**src/rtl/riscv_instr_encoder_if.sv**
```systemverilog
// Request/word-stream bundle between the program sequencer and the RV32I encoder.
interface riscv_instr_encoder_if;
   logic        req_valid;
   logic        req_ready;
   logic [2:0]  req_fmt;
   logic [6:0]  req_opcode;
   logic [2:0]  req_funct3;
   logic [6:0]  req_funct7;
   logic [4:0]  req_rd;
   logic [4:0]  req_rs1;
   logic [4:0]  req_rs2;
   logic [31:0] req_imm;
   logic        out_valid;
   logic        out_ready;
   logic [31:0] out_instr;
   logic        out_last;
   logic        err;

   modport master (
      output req_valid, req_fmt, req_opcode, req_funct3, req_funct7,
             req_rd, req_rs1, req_rs2, req_imm, out_ready,
      input  req_ready, out_valid, out_instr, out_last, err
   );

   modport slave (
      input  req_valid, req_fmt, req_opcode, req_funct3, req_funct7,
             req_rd, req_rs1, req_rs2, req_imm, out_ready,
      output req_ready, out_valid, out_instr, out_last, err
   );
endinterface

```
**src/rtl/riscv_instr_encoder.sv**
```systemverilog
// Packs op fields plus a 32-bit immediate into RV32I words; LI expands to LUI/ADDI.
//  state    | meaning
//  S_IDLE   | ready for a request
//  S_EMIT1  | first word valid on out_instr
//  S_EMIT2  | second LI word (ADDI) valid on out_instr
//  S_REJECT | err pulse cycle, no word emitted
module riscv_instr_encoder #(
   parameter bit CHECK_RANGE = 1'b1,
   parameter bit ALLOW_LI    = 1'b1
) (
   input  logic               i_clk,
   input  logic               i_rst,
   riscv_instr_encoder_if.slave bus
);
   typedef enum logic [1:0] {S_IDLE, S_EMIT1, S_EMIT2, S_REJECT} state_t;

   localparam logic [6:0] OP_ADDI = 7'h13;
   localparam logic [6:0] OP_LUI  = 7'h37;

   state_t      r_state;
   logic        r_out_valid;
   logic [31:0] r_out_instr;
   logic        r_out_last;
   logic        r_err;
   logic [31:0] r_word2;

   logic [31:0] w_imm;
   logic        w_fit12, w_fit13, w_fit21, w_lo_zero;
   logic [19:0] w_li_hi;
   logic [31:0] w_word1, w_word2;
   logic        w_last1, w_range_bad, w_reserved, w_err;

   assign w_imm     = bus.req_imm;
   assign w_fit12   = (&w_imm[31:11]) | ~(|w_imm[31:11]);
   assign w_fit13   = (&w_imm[31:12]) | ~(|w_imm[31:12]);
   assign w_fit21   = (&w_imm[31:20]) | ~(|w_imm[31:20]);
   assign w_lo_zero = ~(|w_imm[11:0]);
   // Upper part rounded so the sign-extended ADDI low half lands back on imm.
   assign w_li_hi   = w_imm[31:12] + {19'd0, w_imm[11]};

   always_comb begin
      w_word1     = '0;
      w_word2     = '0;
      w_last1     = 1'b1;
      w_range_bad = 1'b0;
      w_reserved  = 1'b0;
      case (bus.req_fmt)
         3'd0: w_word1 = {bus.req_funct7, bus.req_rs2, bus.req_rs1, bus.req_funct3,
                          bus.req_rd, bus.req_opcode};
         3'd1: begin
            w_word1     = {w_imm[11:0], bus.req_rs1, bus.req_funct3, bus.req_rd, bus.req_opcode};
            w_range_bad = ~w_fit12;
         end
         3'd2: begin
            w_word1     = {w_imm[11:5], bus.req_rs2, bus.req_rs1, bus.req_funct3,
                           w_imm[4:0], bus.req_opcode};
            w_range_bad = ~w_fit12;
         end
         3'd3: begin
            w_word1     = {w_imm[12], w_imm[10:5], bus.req_rs2, bus.req_rs1, bus.req_funct3,
                           w_imm[4:1], w_imm[11], bus.req_opcode};
            w_range_bad = ~w_fit13 | w_imm[0];
         end
         3'd4: begin
            w_word1     = {w_imm[31:12], bus.req_rd, bus.req_opcode};
            w_range_bad = ~w_lo_zero;
         end
         3'd5: begin
            w_word1     = {w_imm[20], w_imm[10:1], w_imm[11], w_imm[19:12],
                           bus.req_rd, bus.req_opcode};
            w_range_bad = ~w_fit21 | w_imm[0];
         end
         3'd6: begin
            w_reserved = ~ALLOW_LI;
            if (w_fit12) begin
               w_word1 = {w_imm[11:0], 5'd0, 3'b000, bus.req_rd, OP_ADDI};
            end else if (w_lo_zero) begin
               w_word1 = {w_imm[31:12], bus.req_rd, OP_LUI};
            end else begin
               w_word1 = {w_li_hi, bus.req_rd, OP_LUI};
               w_word2 = {w_imm[11:0], bus.req_rd, 3'b000, bus.req_rd, OP_ADDI};
               w_last1 = 1'b0;
            end
         end
         default: w_reserved = 1'b1;
      endcase
   end

   assign w_err = w_reserved | (CHECK_RANGE & w_range_bad);

   always_ff @(posedge i_clk) begin
      if (i_rst) begin
         r_state     <= S_IDLE;
         r_out_valid <= 1'b0;
         r_out_instr <= '0;
         r_out_last  <= 1'b0;
         r_err       <= 1'b0;
         r_word2     <= '0;
      end else begin
         r_err <= 1'b0;
         case (r_state)
            S_IDLE: begin
               if (bus.req_valid) begin
                  if (w_err) begin
                     r_err   <= 1'b1;
                     r_state <= S_REJECT;
                  end else begin
                     r_out_valid <= 1'b1;
                     r_out_instr <= w_word1;
                     r_out_last  <= w_last1;
                     r_word2     <= w_word2;
                     r_state     <= S_EMIT1;
                  end
               end
            end
            S_EMIT1: begin
               if (bus.out_ready) begin
                  if (r_out_last) begin
                     r_out_valid <= 1'b0;
                     r_state     <= S_IDLE;
                  end else begin
                     r_out_instr <= r_word2;
                     r_out_last  <= 1'b1;
                     r_state     <= S_EMIT2;
                  end
               end
            end
            S_EMIT2: begin
               if (bus.out_ready) begin
                  r_out_valid <= 1'b0;
                  r_state     <= S_IDLE;
               end
            end
            default: r_state <= S_IDLE;
         endcase
      end
   end

   assign bus.req_ready = (r_state == S_IDLE);
   assign bus.out_valid = r_out_valid;
   assign bus.out_instr = r_out_instr;
   assign bus.out_last  = r_out_last;
   assign bus.err       = r_err;
endmodule
```
**src/flat_wrapper.sv**
```systemverilog
// flat-port wrapper written by rule: the top's interface ports become plain ports
module riscv_instr_encoder_flat 
#(
   parameter bit CHECK_RANGE = 1'b1,
   parameter bit ALLOW_LI    = 1'b1
)
  (i_clk, i_rst, bus_req_valid, bus_req_fmt, bus_req_opcode, bus_req_funct3, bus_req_funct7, bus_req_rd, bus_req_rs1, bus_req_rs2, bus_req_imm, bus_out_ready, bus_req_ready, bus_out_valid, bus_out_instr, bus_out_last, bus_err);
  riscv_instr_encoder_if bus_i ();
  input  logic i_clk;
  input  logic i_rst;
  input wire logic [$bits(bus_i.req_valid)-1:0] bus_req_valid;
  input wire logic [$bits(bus_i.req_fmt)-1:0] bus_req_fmt;
  input wire logic [$bits(bus_i.req_opcode)-1:0] bus_req_opcode;
  input wire logic [$bits(bus_i.req_funct3)-1:0] bus_req_funct3;
  input wire logic [$bits(bus_i.req_funct7)-1:0] bus_req_funct7;
  input wire logic [$bits(bus_i.req_rd)-1:0] bus_req_rd;
  input wire logic [$bits(bus_i.req_rs1)-1:0] bus_req_rs1;
  input wire logic [$bits(bus_i.req_rs2)-1:0] bus_req_rs2;
  input wire logic [$bits(bus_i.req_imm)-1:0] bus_req_imm;
  input wire logic [$bits(bus_i.out_ready)-1:0] bus_out_ready;
  output wire logic [$bits(bus_i.req_ready)-1:0] bus_req_ready;
  output wire logic [$bits(bus_i.out_valid)-1:0] bus_out_valid;
  output wire logic [$bits(bus_i.out_instr)-1:0] bus_out_instr;
  output wire logic [$bits(bus_i.out_last)-1:0] bus_out_last;
  output wire logic [$bits(bus_i.err)-1:0] bus_err;
  assign bus_i.req_valid = bus_req_valid;
  assign bus_i.req_fmt = bus_req_fmt;
  assign bus_i.req_opcode = bus_req_opcode;
  assign bus_i.req_funct3 = bus_req_funct3;
  assign bus_i.req_funct7 = bus_req_funct7;
  assign bus_i.req_rd = bus_req_rd;
  assign bus_i.req_rs1 = bus_req_rs1;
  assign bus_i.req_rs2 = bus_req_rs2;
  assign bus_i.req_imm = bus_req_imm;
  assign bus_i.out_ready = bus_out_ready;
  assign bus_req_ready = bus_i.req_ready;
  assign bus_out_valid = bus_i.out_valid;
  assign bus_out_instr = bus_i.out_instr;
  assign bus_out_last = bus_i.out_last;
  assign bus_err = bus_i.err;
  riscv_instr_encoder #(.CHECK_RANGE(CHECK_RANGE), .ALLOW_LI(ALLOW_LI)) u_core (.i_clk(i_clk), .i_rst(i_rst), .bus(bus_i));
endmodule
```
**config.mk**
```make
export PLATFORM = sky130hd
export DESIGN_NAME = riscv_instr_encoder_flat
export DESIGN_NICKNAME = d
export VERILOG_FILES = /design/src/rtl/riscv_instr_encoder_if.sv /design/src/rtl/riscv_instr_encoder.sv /design/src/flat_wrapper.sv
export SDC_FILE = /design/constraint.sdc
export NUM_CORES = 1
export LEC_CHECK = 0
export ABC_CLOCK_PERIOD_IN_PS = 3200
export CORE_ASPECT_RATIO = 0.6
export CORE_MARGIN = 2
export CORE_UTILIZATION = 50
export CTS_CLUSTER_SIZE = 16
export DETAILED_ROUTE_END_ITERATION = 6
export HOLD_SLACK_MARGIN = 0.1
export PLACE_DENSITY = 0.91
export SETUP_SLACK_MARGIN = 0.3
export SLEW_MARGIN = 30
export SYNTH_ARGS = -nofsm -noshare
export SYNTH_HDL_FRONTEND = slang
export SYNTH_SLANG_ARGS = --single-unit
```
**constraint.sdc**
```tcl
create_clock -name i_clk -period 3.2 [get_ports i_clk]
set_input_delay 0.48 -clock i_clk [delete_from_list [all_inputs] [get_ports i_clk]]
set_output_delay 0.48 -clock i_clk [all_outputs]
set_load 0.05 [all_outputs]
```
# ---- Word-level counts from Yosys, hierarchy flattened
# Cells that the tools add are included.
# W data, S select, Z words.
dict set report totals {
  mem_bits_ro 0
  memories 0
  latch_bits 0
  regBits 69
  elab_cells 88
  mem_bits_rw 0
}
dict set report op_classes {
  addsub 1
  shifts 0
  muxes 33
  div 0
  magnitude_cmp 0
  reduce_logical 19
  bitwise 15
  n_eq_ne 14
  multipliers 0
}
# operator count
set op_table {}
lappend op_table {{$mux W32} 9}
lappend op_table {{$pmux W32 S7} 1}
lappend op_table {{$pmux W32 S2} 1}
lappend op_table {{$reduce_or A12 Y1} 2}
lappend op_table {{$reduce_and A21 Y1} 1}
lappend op_table {{$reduce_or A21 Y1} 1}
lappend op_table {{$add A20 B1 Y20} 1}
lappend op_table {{$reduce_and A20 Y1} 1}
lappend op_table {{$reduce_or A20 Y1} 1}
lappend op_table {{$mux W1} 13}
lappend op_table {{$reduce_and A12 Y1} 1}
lappend op_table {{$mux W2} 5}
lappend op_table {{$ne A2 B2 Y1 const B} 5}
lappend op_table {{$eq A3 B3 Y1 const B} 3}
lappend op_table {{$not A1 Y1} 9}
lappend op_table {{$reduce_or A7 Y1} 1}
lappend op_table {{$eq A3 B2 Y1 const B} 2}
lappend op_table {{$or A1 B1 Y1} 6}
lappend op_table {{$pmux W2 S3} 1}
lappend op_table {{$reduce_and A3 Y1} 2}
lappend op_table {{$reduce_and A6 Y1} 1}
lappend op_table {{$reduce_and A5 Y1} 1}
lappend op_table {{$pmux W1 S4} 1}
lappend op_table {{$reduce_and A4 Y1} 1}
lappend op_table {{other kinds (12)} 12}

# ---- Longest topological paths before layout
# Gate-level depths: netlist of the first run.
dict set report logic_depth {
  ltp_word 10
  mapped_depth 10
  ltp_nobuf 8
}

# ---- Worst setup path after synthesis of the first run
# OpenSTA, ideal clock, no wires.
dict set report synth_timing {
  path_type {input-to-reg}
  startpoint {in bus_req_imm[17]}
  endpoint {reg u_core.r_out_instr[21], in the netlist u_core.bus.out_instr[21]}
  arrival_time_ps 2521
  path_slack_ps 535
  cell_stages 10
  required_time_ps 3055
  n_path_buf 4
  cell_sequence {buf_4 and4_1 buf_4 a41oi_1 or4b_4 a221oi_4 a21o_1 buf_4 buf_12 a211oi_2}
}
dict set report synth_via {
  elab_chain_len 9
}
# element line_no
set synth_lines {}
lappend synth_lines {{start, declared} flat_wrapper.sv:19} ;# input wire logic [$bits(bus_i.req_imm)-1:0] bus_req_imm;
lappend synth_lines {{branches (longest 9 deep; another with $add A20 B1 Y20)} -}
lappend synth_lines {{end signal, assigned} riscv_instr_encoder.sv:109} ;# r_out_instr <= w_word1;
lappend synth_lines {{end signal, assigned} riscv_instr_encoder.sv:122} ;# r_out_instr <= r_word2;
lappend synth_lines {{end, declared} riscv_instr_encoder.sv:22} ;# logic [31:0] r_out_instr;
# Parallel ways; which one is timed is not known. The select of a mux whose other input is x is not followed.
# A chain may end at the register's enable or synchronous reset.

# ---- Worst setup path after layout of the first run
dict set report layout_timing {
  startpoint {in bus_req_imm[20]}
  endpoint {reg u_core.r_out_instr[19], in the netlist u_core.bus.out_instr[19]}
}
dict set report layout_via {
  elab_chain_len 9
}
# element line_no
set layout_lines {}
lappend layout_lines {{$reduce_or A20 Y1 or $reduce_or A12 Y1 (tied branches)} {riscv_instr_encoder.sv:35, riscv_instr_encoder.sv:36}}
lappend layout_lines {{$not A1 Y1 (on tied branches)} {riscv_instr_encoder.sv:35, riscv_instr_encoder.sv:36}}
lappend layout_lines {{$or A1 B1 Y1 (on tied branches)} {riscv_instr_encoder.sv:35, riscv_instr_encoder.sv:36}}
lappend layout_lines {{$not A1 Y1 (on tied branches)} {riscv_instr_encoder.sv:62, riscv_instr_encoder.sv:71}}
lappend layout_lines {{$or A1 B1 Y1 (on tied branches)} {riscv_instr_encoder.sv:62, riscv_instr_encoder.sv:71}}
lappend layout_lines {{$pmux W1 S4} riscv_instr_encoder.sv:47} ;# case (bus.req_fmt)
lappend layout_lines {{$or A1 B1 Y1} riscv_instr_encoder.sv:89} ;# assign w_err = w_reserved | (CHECK_RANGE & w_range_bad);
lappend layout_lines {{$ne A2 B2 Y1 (no line)} -}
lappend layout_lines {{$reduce_and A5 Y1 (no line)} -}
# Parallel ways exist; a longest one is shown, timed or not. The select of a mux whose other input is x is not followed.

==> impl_metrics.json, run 1 <==
{
  "ctsLongestPathBuffers": 2,
  "mappedNetlistNets": 604,
  "async_flop_share_pct": 0,
  "power.density_nw_per_um2": 560,
  "drv_cap": 0,
  "startpoint_type": "primary input",
  "synth_top_flop_cell": "dfxtp_1",
  "hold_viol_final": 0,
  "wl_microns": 16900,
  "row_count": 25,
  "cts_made_buffers": 5,
  "drt_pass1_iterations": 5,
  "clk_pin_slew_ns": 0.07,
  "vias": 5060,
  "syn2layout_area_growth_pct": 40.4,
  "syn-mean-instance-area_sq_um": 7.87,
  "cts_tree": "yes",
  "leakagePower_nw": 2.20,
  "ant_nets": 0,
  "path_cells": "clkdlybuf4s50_1, and4_1, nand2_1, or4b_4, a221oi_4, buf_4, a21o_1, buf_12, a211oi_1",
  "htree_levels": 2,
  "synth_seq_cells": 55,
  "syn_area_sq_um": 4140,
  "wire_per_inst_microns": 22.0,
  "setup_ws_ns": 0.382,
  "holdWs_ns": 0.463,
  "maxSlewHeadroom_pct": 55.7,
  "crit_slowest_cell": "clkdlybuf4s50_1",
  "port_buffers": 106,
  "die_h_microns": 74.5,
  "max-vdd-ir-drop_mv": 0.496,
  "antenna_found_initial": 0,
  "final-max-slew-violation-count": 0,
  "clock-sinks": 55,
  "rsz0062_at_grt": "false",
  "grt_usage_pct": 37.1,
  "cts_hold_buffers": 0,
  "place_ws_ns": -0.0182,
  "grt_pass1_vias": 4689,
  "grt_pass1_wl_microns": 25600,
  "antenna_cells": 0,
  "gr-total-overflow": 0,
  "yosysUniqueCellTypes": 67,
  "drive_above_1_share_pct": 15.3,
  "nets": 738,
  "critPathMaxFanout": 16,
  "finalCoreUtilization_pct": 73.2,
  "synth-edff-count": 0,
  "dieArea_sq_um": 9050,
  "fin_crit_ns": 2.82,
  "ys_seq_area_share_pct": 26.6,
  "crit_arrival_ns": 3.00,
  "globalplace.congestion": 1.03,
  "finalSetupViolations": 0,
  "drt_iter0_markers": 732,
  "ys_warn_count": 0,
  "worstMarginPinSlew_ns": 0.665,
  "period_share_pct": 88.1,
  "hp-class": "reg2reg",
  "cp_slowest_stage_delay_ns": 0.62,
  "crit_type": "in2reg",
  "via_per_inst": 6.58,
  "drc": 0,
  "worstPathRequired_ns": 3.38,
  "initial_core_util_pct": 52.1,
  "clock_latency_ns": 0.30,
  "hpwl_microns": 13000,
  "core-area_sq_um": 7950,
  "die_x_microns": 121,
  "synth_cells": 526,
  "max_freq_ghz": 0.355,
  "status": "finished clean",
  "worstSetupEndpointType": "flip-flop",
  "ioPinCount": 107,
  "cts_root_buf": "clkbuf_16",
  "grt_max_degree": 32,
  "skew_ns": 0.00682
}
stage by stage:
| stage | power (mW) | std cells | area [sq um] | TNS, ns |
|---|---|---|---|---|
| 2_1_floorplan | 1.99 | 526 | 4140 | 0 |
| 3_3_place_gp | 2.60 | 759 | 5630 | 0 |
| 3_5_place_dp | 2.65 | 759 | 5630 | -0.0278 |
| 4_1_cts | 3.20 | 767 | 5780 | 0 |
| 5_1_grt | 3.37 | 769 | 5820 | 0 |
| 6_report | 3.25 | 769 | 5820 | 0 |
layout by cell type, fill, tap and decap left out, types with 5 or more instances in the layout:
cell type,instances
o21ai_0,43
a21oi_1,36
a22oi_1,8
ha_1,7
nand4_1,25
nor4_1,9
clkbuf_16,5
xor2_1,11
a22o_1,6
mux2i_1,26
nand2b_1,5
dfxtp_1,55
nor2_1,22
a31oi_1,6
nand2_1,42
clkdlybuf4s50_1,105
nand3_1,16
a211oi_1,22
nor2b_1,8
buf_4,65
nor3_1,10
inv_1,19
a221oi_1,22
a211oi_2,10
sequential cells by signal, indices dropped and copies added (netlist names):
signal	flops
u_core.bus.out_last	1
u_core.bus.err	1
u_core.bus.out_instr	32
u_core.r_state	2
u_core.bus.out_valid	1
u_core.r_word2	18
where the power goes:
part / leakage, nW / switching [mW] / internal, mW / total [mW]
logic: 1.69 / 1.14 / 0.679 / 1.82
clock network: 0.0675 / 0.268 / 0.294 / 0.562
registers: 0.447 / 0.0744 / 0.798 / 0.872
cell families after synthesis:
logic type | Yosys count | share of synthesized area [%]
flip-flops | 55 | 26.6
buffers and inverters | 68 | 7.49
adder cells (fa/ha/maj) | 7 | 2.11
AND/OR/NAND/NOR | 163 | 20.8
XOR/XNOR | 14 | 2.96
AO/OA/AOI/OAI | 191 | 33.3
multiplexers | 28 | 6.83
layer usage:
metal	global-route usage [%]	up-vias	routed length (microns)
li1	-	2280	-
met1	54.6	2406	7520
met2	54.0	350	6920
met3	11.2	24	2270
met4	6.51	0	195
met5	0	-	0
critical path, delay by kind of cell:
family                 cells  cell delay (ns)
AO/OA/AOI/OAI              3             0.57
AND/OR/NAND/NOR            3             0.93
buffers and inverters      3             1.00
cell type report:
type,instances,area (sq um)
Tap cell,108,135
Timing Repair Buffer,174,1600
Multi-Input combinational cell,403,2750
Fill cell,649,2130
Clock inverter,2,16.3
Clock buffer,6,129
Sequential cell,55,1100
Inverter,21,78.8
synth_stat cells, types with 5 or more instances:
| master | count | area (sq um) |
|---|---|---|
| nor2b_1 | 9 | 56.3 |
| a211oi_2 | 10 | 125 |
| mux2i_1 | 26 | 260 |
| nor4_1 | 9 | 56.3 |
| o21ai_0 | 43 | 215 |
| a21oi_1 | 36 | 180 |
| a22o_1 | 6 | 52.6 |
| nand3_1 | 16 | 80.1 |
| nand2_1 | 42 | 158 |
| nand2b_1 | 5 | 31.3 |
| xor2_1 | 11 | 96.3 |
| a221oi_1 | 22 | 193 |
| ha_1 | 7 | 87.6 |
| dfxtp_1 | 55 | 1100 |
| nand4_1 | 25 | 156 |
| clkbuf_1 | 30 | 113 |
| nor2_1 | 23 | 86.3 |
| a211oi_1 | 22 | 165 |
| buf_2 | 6 | 30.0 |
| nor3_1 | 10 | 50.1 |
| a31oi_1 | 6 | 37.5 |
| inv_1 | 19 | 71.3 |
| a22oi_1 | 9 | 67.6 |
final timing paths:
path	from	endpoint	slack [ns]	cells after the start
setup / recovery	bus_req_imm[20]	u_core.bus.out_instr[19]	0.38	9
hold / removal	u_core.bus.out_instr[6]	u_core.bus.out_instr[6]	0.46	2
setup reg to reg	u_core.r_state[1]	u_core.bus.out_instr[19]	0.67	8
hold reg to reg	u_core.bus.out_instr[6]	u_core.bus.out_instr[6]	0.46	2
repair_timing:
item,CTS,global route
buffers inserted,0,2
resized for setup,1,5
pin swaps,0,2
setup endpoints to repair,3,32
gates cloned,0,0
No activity file was read; power rests on OpenSTA's default activity.
==> inputs of run 2 (changes only) <==
HOLD_SLACK_MARGIN = 0.02   (was 0.1)
==> results of run 2 <==
The final DEF is identical to that of run 1; final timing and power are the same.
